--- config.mk ---
export PLATFORM = sky130hd
export DESIGN_NAME = program_loader
export DESIGN_NICKNAME = d
export VERILOG_FILES = /design/src/rtl/loader_pkg.sv /design/src/rtl/program_loader.sv
export SDC_FILE = /design/constraint.sdc
export NUM_CORES = 1
export LEC_CHECK = 0
export CAP_MARGIN = 20
export CORE_ASPECT_RATIO = 1.2
export CORE_MARGIN = 4
export CORE_UTILIZATION = 50
export CTS_BUF_LIST = sky130_fd_sc_hd__clkbuf_4
export DETAILED_ROUTE_END_ITERATION = 8
export PLACE_DENSITY_LB_ADDON = 0.12
export SETUP_SLACK_MARGIN = 0.3
export SKIP_LAST_GASP = 1
export SYNTH_ARGS = -nofsm -noshare
export SYNTH_HDL_FRONTEND = slang
export SYNTH_SLANG_ARGS = --single-unit
export TNS_END_PERCENT = 5
--- constraint.sdc ---
create_clock -name clk -period 1.5 [get_ports clk]
set_clock_uncertainty 0.15 [all_clocks]
set_input_delay 0.3 -clock clk [delete_from_list [all_inputs] [get_ports clk]]
set_output_delay 0.3 -clock clk [all_outputs]
set_load 0.03 [all_outputs]
--- src/rtl/loader_pkg.sv ---
// Shared constants and state encoding for the program loader.
//   ADDR_W       : program memory address width (32 words)
//   INS_W        : instruction / stream word width
//   HDR_RSVD_BIT : header bit that must be zero in a valid header
//   state_t      : loader states
package loader_pkg;

  localparam int unsigned ADDR_W       = 5;
  localparam int unsigned INS_W        = 6;
  localparam int unsigned HDR_RSVD_BIT = 5;

  typedef enum logic [2:0] {
    RUN,
    HDR,
    DATA,
    CHK,
    ERR
  } state_t;

endpackage

--- src/rtl/program_loader.sv ---
// Word-serial program image loader for the 6-bit core.
// Accepts header / LEN+1 instruction words / XOR checksum over a valid/ready
// stream, writes the instructions to program memory from address 0, and holds
// the core in reset until an image with a matching checksum has been loaded.
// Ports:
//   clk, nReset            : clock, asynchronous active-low reset
//   load_req               : level request to start a download (RUN/ERR only)
//   rx_valid, rx_data      : stream input
//   rx_ready               : stream ready, decoded from state (HDR/DATA/CHK)
//   pm_we/pm_waddr/pm_wdata: registered program memory write port
//   cpu_nReset             : registered core reset, high only in RUN
//   busy                   : loader mid-image (HDR/DATA/CHK)
//   done                   : one-cycle pulse after a verified load
//   err                    : high while in ERR
module program_loader
  import loader_pkg::*;
(
  input  logic              clk,
  input  logic              nReset,
  input  logic              load_req,
  input  logic              rx_valid,
  input  logic [INS_W-1:0]  rx_data,
  output logic              rx_ready,
  output logic              pm_we,
  output logic [ADDR_W-1:0] pm_waddr,
  output logic [INS_W-1:0]  pm_wdata,
  output logic              cpu_nReset,
  output logic              busy,
  output logic              done,
  output logic              err
);

  state_t            state;
  logic [ADDR_W-1:0] len;
  logic [ADDR_W-1:0] addr;
  logic [INS_W-1:0]  chk;
  logic              accept;

  // Ready depends on the state register only, never on rx_valid.
  assign rx_ready = (state == HDR) || (state == DATA) || (state == CHK);
  assign busy     = rx_ready;
  assign accept   = rx_valid && rx_ready;

  // Loader FSM with registered write port, core reset and status.
  always_ff @(posedge clk or negedge nReset) begin
    if (!nReset) begin
      state      <= RUN;
      len        <= '0;
      addr       <= '0;
      chk        <= '0;
      pm_we      <= 1'b0;
      pm_waddr   <= '0;
      pm_wdata   <= '0;
      cpu_nReset <= 1'b0;
      done       <= 1'b0;
      err        <= 1'b0;
    end else begin
      pm_we <= 1'b0;
      done  <= 1'b0;
      unique case (state)
        RUN: begin
          // The reset value is 0, so the first edge out of reset releases
          // the core onto the default memory contents.
          if (load_req) begin
            state      <= HDR;
            cpu_nReset <= 1'b0;
          end else begin
            cpu_nReset <= 1'b1;
          end
        end
        HDR: begin
          if (accept) begin
            if (rx_data[HDR_RSVD_BIT]) begin
              state <= ERR;
              err   <= 1'b1;
            end else begin
              len   <= rx_data[ADDR_W-1:0];
              addr  <= '0;
              chk   <= '0;
              state <= DATA;
            end
          end
        end
        DATA: begin
          if (accept) begin
            pm_we    <= 1'b1;
            pm_waddr <= addr;
            pm_wdata <= rx_data;
            chk      <= chk ^ rx_data;
            // addr stops at LEN, so it never wraps.
            if (addr == len) begin
              state <= CHK;
            end else begin
              addr <= addr + ADDR_W'(1);
            end
          end
        end
        CHK: begin
          if (accept) begin
            if (rx_data == chk) begin
              state      <= RUN;
              done       <= 1'b1;
              cpu_nReset <= 1'b1;
            end else begin
              state <= ERR;
              err   <= 1'b1;
            end
          end
        end
        ERR: begin
          if (load_req) begin
            state <= HDR;
            err   <= 1'b0;
          end
        end
        default: begin
          state <= RUN;
        end
      endcase
    end
  end

endmodule

# Yosys cells after proc, flatten, opt, wreduce, memory -nomap -nowiden
# Index checks and enable logic that the tools add are counted.
[classes] add_sub_neg=1 n_eq_ne=17 reduce_logical=15 mux=32 n_bitwise=2
[ops] operator="3-bit 2-to-1 mux" n=7
[ops] operator="5-bit 2-to-1 mux" n=4
[ops] operator="6-bit 2-to-1 mux" n=3
[ops] operator="2-bit != test (second input constant)" n=8
[ops] operator="1-bit 2-to-1 mux" n=13
[ops] operator="3-bit case mux with 4 select lines" n=1
[ops] operator="6-bit case mux with 2 select lines" n=1
[ops] operator="5-bit case mux with 2 select lines" n=1
[ops] operator="5-bit AND reduction" n=2
[ops] operator="3-bit by 2-bit equality test with 1-bit output (second input constant)" n=2
[ops] operator="6-bit equality test" n=1
[ops] operator="2-bit by 1-bit != test with 1-bit output (second input constant)" n=3
[ops] operator="3-bit AND reduction" n=2
[ops] operator="6-bit AND reduction" n=1
[ops] operator="6-bit bitwise XOR" n=1
[ops] operator="5-bit by 1-bit adder with 5-bit output (second input constant)" n=1
[ops] operator="5-bit equality test" n=1
[ops] operator="4-bit AND reduction" n=1
[ops] operator="2-bit nonzero test" n=2
[ops] operator="3-bit by 1-bit equality test with 1-bit output (second input constant)" n=1
[ops] operator="3-bit equality test (second input constant)" n=1
[ops] operator="3-bit logical NOT" n=1
[ops] operator="1-bit case mux with 3 select lines" n=1
[ops] operator="3-bit nonzero test" n=1
[ops] operator="other kinds (6)" n=7
[totals] reg_bits=34 out_inout_bits=17 input_bits=10 elab_cells=77

# Longest topological paths before layout
[logic_depth] ltp_word=6 mapped_depth=7 ltp_nobuf=5

# Worst setup path after synthesis
# No wires, ideal clock.
[synth_timing] path_kind="register -> output" start="register state[2]" end="output rx_ready" n_path_buf=2 path_slack_ns=-0.235 arrival_ns=1.285 path_stages_with_launch=4 t_required_ns=1.050 path_cell_list="dfrtp_1 > buf_4 > nor2_1 > buf_4"
[synth_via] elab_chain_cells=3 word_cells_on_any_way=5 cone_classes="eq/ne: 3; reduce/logical: 2"
[synth_rtl] element="from (decl)" line="program_loader.sv:33" rtl="state_t state;"
[synth_rtl] element="from (signal assigned)" line="program_loader.sv:47" rtl="state <= RUN;"
[synth_rtl] element="from (signal assigned)" line="program_loader.sv:65" rtl="state <= HDR;"
[synth_rtl] element="from (signal assigned)" line="program_loader.sv:74" rtl="state <= ERR;"
[synth_rtl] element="3-bit by 1-bit equality test with 1-bit output or 3-bit by 2-bit equality test with 1-bit output (tied branches)" line="program_loader.sv:40" rtl="assign rx_ready = (state == HDR) || (state == DATA) || (state == CHK);"
[synth_rtl] element="1-bit logical OR" line="program_loader.sv:40"
[synth_rtl] element="1-bit logical OR *" line="program_loader.sv:40"
[synth_rtl] element="to (decl)" line="program_loader.sv:23" rtl="output logic rx_ready,"
# Mark *: on every way between the ends. The rest lies on a longest branch, timed or not.

# Final worst setup path
[layout_timing] start="register state[2]" end="register addr[4]"
[layout_via] elab_chain_cells=6 word_cells_on_any_way=13 cone_classes="eq/ne: 7; mux: 1; reduce/logical: 5"
[layout_rtl] element="3-bit by 1-bit equality test with 1-bit output or 3-bit by 2-bit equality test with 1-bit output (tied branches)" line="program_loader.sv:40, program_loader.sv:60"
[layout_rtl] element="1-bit logical OR (2 in series)" line="program_loader.sv:40"
[layout_rtl] element="1-bit logical AND" line="program_loader.sv:42" rtl="assign accept = rx_valid && rx_ready;"
[layout_rtl] element="2-bit != test (no source line)"
[layout_rtl] element="5-bit AND reduction (no source line)"
[layout_rtl] element="to (signal assigned)" line="program_loader.sv:94" rtl="addr <= addr + ADDR_W'(1);"
[layout_rtl] element="to (decl)" line="program_loader.sv:35" rtl="logic [ADDR_W-1:0] addr;"
# Parallel ways exist; a longest one is shown, timed or not.
# A chain may end at the register's enable or synchronous reset.

==> results.cfg <==
[global_route]
grt-ovfl-total = 0
grt_max_degree = 35
antenna_found_initial = 0
grt_pass1_vias = 1486
grt_pass1_wl_um = 6800
track_usage_pct = 20.4

[synthesis]
syn_avg_cell_area_um2 = 9.92
syn-cell-area_um2 = 1710
synth_fp_nets = 183
synthArstFlopShare_pct = 100
syn_inst = 172
ys_ff_latch = 34
synth_edf_count = 0
synth_cell_type_count = 40
ys_warn_count = 0
yosys_most_used_dff = dfrtp_1
ys_seq_area_share_pct = 49.9

[timing]
drv_slew = 0
setup_viol = 38
rsz0062_at_grt = true
tightest_slew_ps = 490
fin_ws_ps = -202
fin_crit_sh_pct = 113
fmax_mhz = 587
slew_headroom_pct = 67.1
layout_min_cycle_time_ps = 1700
setup-tns-final_ps = -3140
final_hold_viol_count = 0

[worst_hold_path]
hold_path.class = in2async

[clocking]
clock_latency_ps = 330
clock-sinks = 34
cts_htree_levels = 2
clockBufferDepth = 2
cts.clk_slew.worst_paths_ps = 100
cts_root_buffer = clkbuf_4
cts_tree = yes
numCtsBuffers = 5
hold_buffers = 0

[power]
max-vdd-ir-drop_mv = 1.52
leakage_nw = 1.14
pwr_density_cell_nw_per_um2 = 1770

[critical_path]
reg2reg_slack_ps = -200
cpPeakStageDelay_ps = 410
r2r.worst_path.cells = 5
end_kind = flip-flop
cp_max_fo = 3
r2r_start = state[2]
required_ps = 1600
crit_chain = buf_4 -> buf_4 -> or3_1 -> a211oi_2 -> mux2i_1
crit_top_cell = buf_4
cp_data_arrival_time_ps = 1810
cp-start-kind = flip-flop
worst-setup-path-type = reg2reg
timing.rr.end = addr[4]
slowest_stage = dfrtp_1
cp_num_buf_inv = 2
path_delay_family = flip-flops

[place]
post-dp-hpwl_um = 2940
dp_cells = 257
io_buffers = 26
routabilityCongestion = 0.798

[cells_and_area]
fin_nets = 244
fin_util_pct = 73.3
insertedDiodeCount = 0
final_common_cell = nand2_1
drive_gt1_share_pct = 32.1
syn_to_final_growth_pct = 36.0
fillCellCount = 232
most-common-layout-cells = nand2_1, buf_4, dfrtp_1
fin_cells = 270

[drt]
drt_iter0_markers = 36
drt-total-wl_um = 4030
drc_errors = 0
wl_per_cell_um = 14.9
firstDrtPassIters = 4
via_count = 1457
postRouteAntennaNets = 0
via_per_inst = 5.40

[status]
violations = negative setup slack
status = finished with violations

[floorplan]
fp.dieH_um = 72.0
start_util_pct = 53.9
die-area_um2 = 4410
core_um2 = 3170
boundaryPins = 27
die_w_um = 61.3
num_rows = 22

[run]
drv_cap = 0
## metrics by stage
stage | hold WS, ps | instance area [µm²] | worst slack (ps) | power, mW
2_1_floorplan | -146 | 1720 | -44.8 | 2.73
3_3_place_gp | 309 | 2190 | -463 | 3.35
3_5_place_dp | 316 | 2190 | -508 | 3.45
4_1_cts | 183 | 2310 | -192 | 4.08
5_1_grt | 181 | 2320 | -258 | 4.35
6_report | 175 | 2320 | -202 | 4.10
## flip-flops by register name, indices dropped and copies added, names as in the netlist
register	count
pm_waddr	5
chk	6
done	1
state	3
err	1
pm_we	1
pm_wdata	6
cpu_nReset	1
len	5
addr	5
## worst max-delay path by stage
stage | from | to | slack [ps] | cells past startpoint
after global placement | rx_valid | addr[4] | -460 | 5
after floorplan | addr[0] | addr[4] | -40 | 5
after detailed placement | rx_valid | addr[4] | -510 | 5
after global routing | state[2] | addr[4] | -260 | 5
after CTS | state[2] | addr[4] | -190 | 5
final | state[2] | addr[4] | -200 | 5
## cell type report
class,instances,area [µm²],area share (%)
clock buffers,6,45.0,1.94
inverters,4,15.0,0.647
repair buffers,62,536,23.1
flip-flops and latches,34,853,36.8
clock inverters,2,8.76,0.378
well taps,36,45.0,1.94
multi-input cells,126,817,35.2
## kinds of logic (layout without fill, tap and decap cells)
kind of cell / count (synthesis) / after routing / synth area share [%]
AO/OA/AOI/OAI: 27 / 27 / 10.6
XOR/XNOR: 11 / 11 / 5.65
adder cells (fa/ha/maj): 1 / 1 / 0.734
buffers and inverters: 12 / 74 / 4.55
flip-flops: 34 / 34 / 49.9
multiplexers: 11 / 11 / 6.82
AND/OR/NAND/NOR: 76 / 76 / 21.7
## Yosys cell counts (2+ instances only)
master,count,area [µm²]
nor2_2,2,12.5
o21ai_0,9,45.0
nand4_1,3,18.8
nand2b_1,2,12.5
buf_4,2,15.0
nand2_1,42,158
a21oi_1,4,20.0
xnor2_1,6,52.6
mux2i_1,6,60.1
a2111oi_2,2,30.0
mux2_1,5,56.3
nor2_1,13,48.8
or3_1,3,18.8
o21ai_1,4,20.0
or2b_2,2,17.5
dfrtp_1,34,851
buf_2,2,10.0
inv_1,3,11.3
buf_6,3,33.8
xor2_1,5,43.8
## where the power goes
group | internal (mW) | leakage (nW) | switching (mW) | total [mW]
Clock | 0.194 | 0.0331 | 0.304 | 0.498
Combinational | 0.957 | 0.667 | 1.15 | 2.11
Sequential | 1.24 | 0.440 | 0.256 | 1.49
Total | 2.39 | 1.14 | 1.71 | 4.10
## per-layer routing
layer | wire (µm) | track usage [%] | vias to the layer above | part of all wire [%]
met2 | 2060 | 33.5 | 48 | 51
met1 | 1710 | 26.0 | 693 | 42
met3 | 164 | 3.74 | 14 | 4.1
met4 | 89 | 7.95 | 0 | 2.2
li1 | - | - | 702 | -
met5 | 0 | 0 | - | 0
## what timing repair did
action | CTS | global route
buffers inserted | 5 | 0
gates resized for setup | 20 | 5
pin swaps | 2 | 0
setup endpoints to repair | 51 | 51
Power figures use the tool's default switching activity.
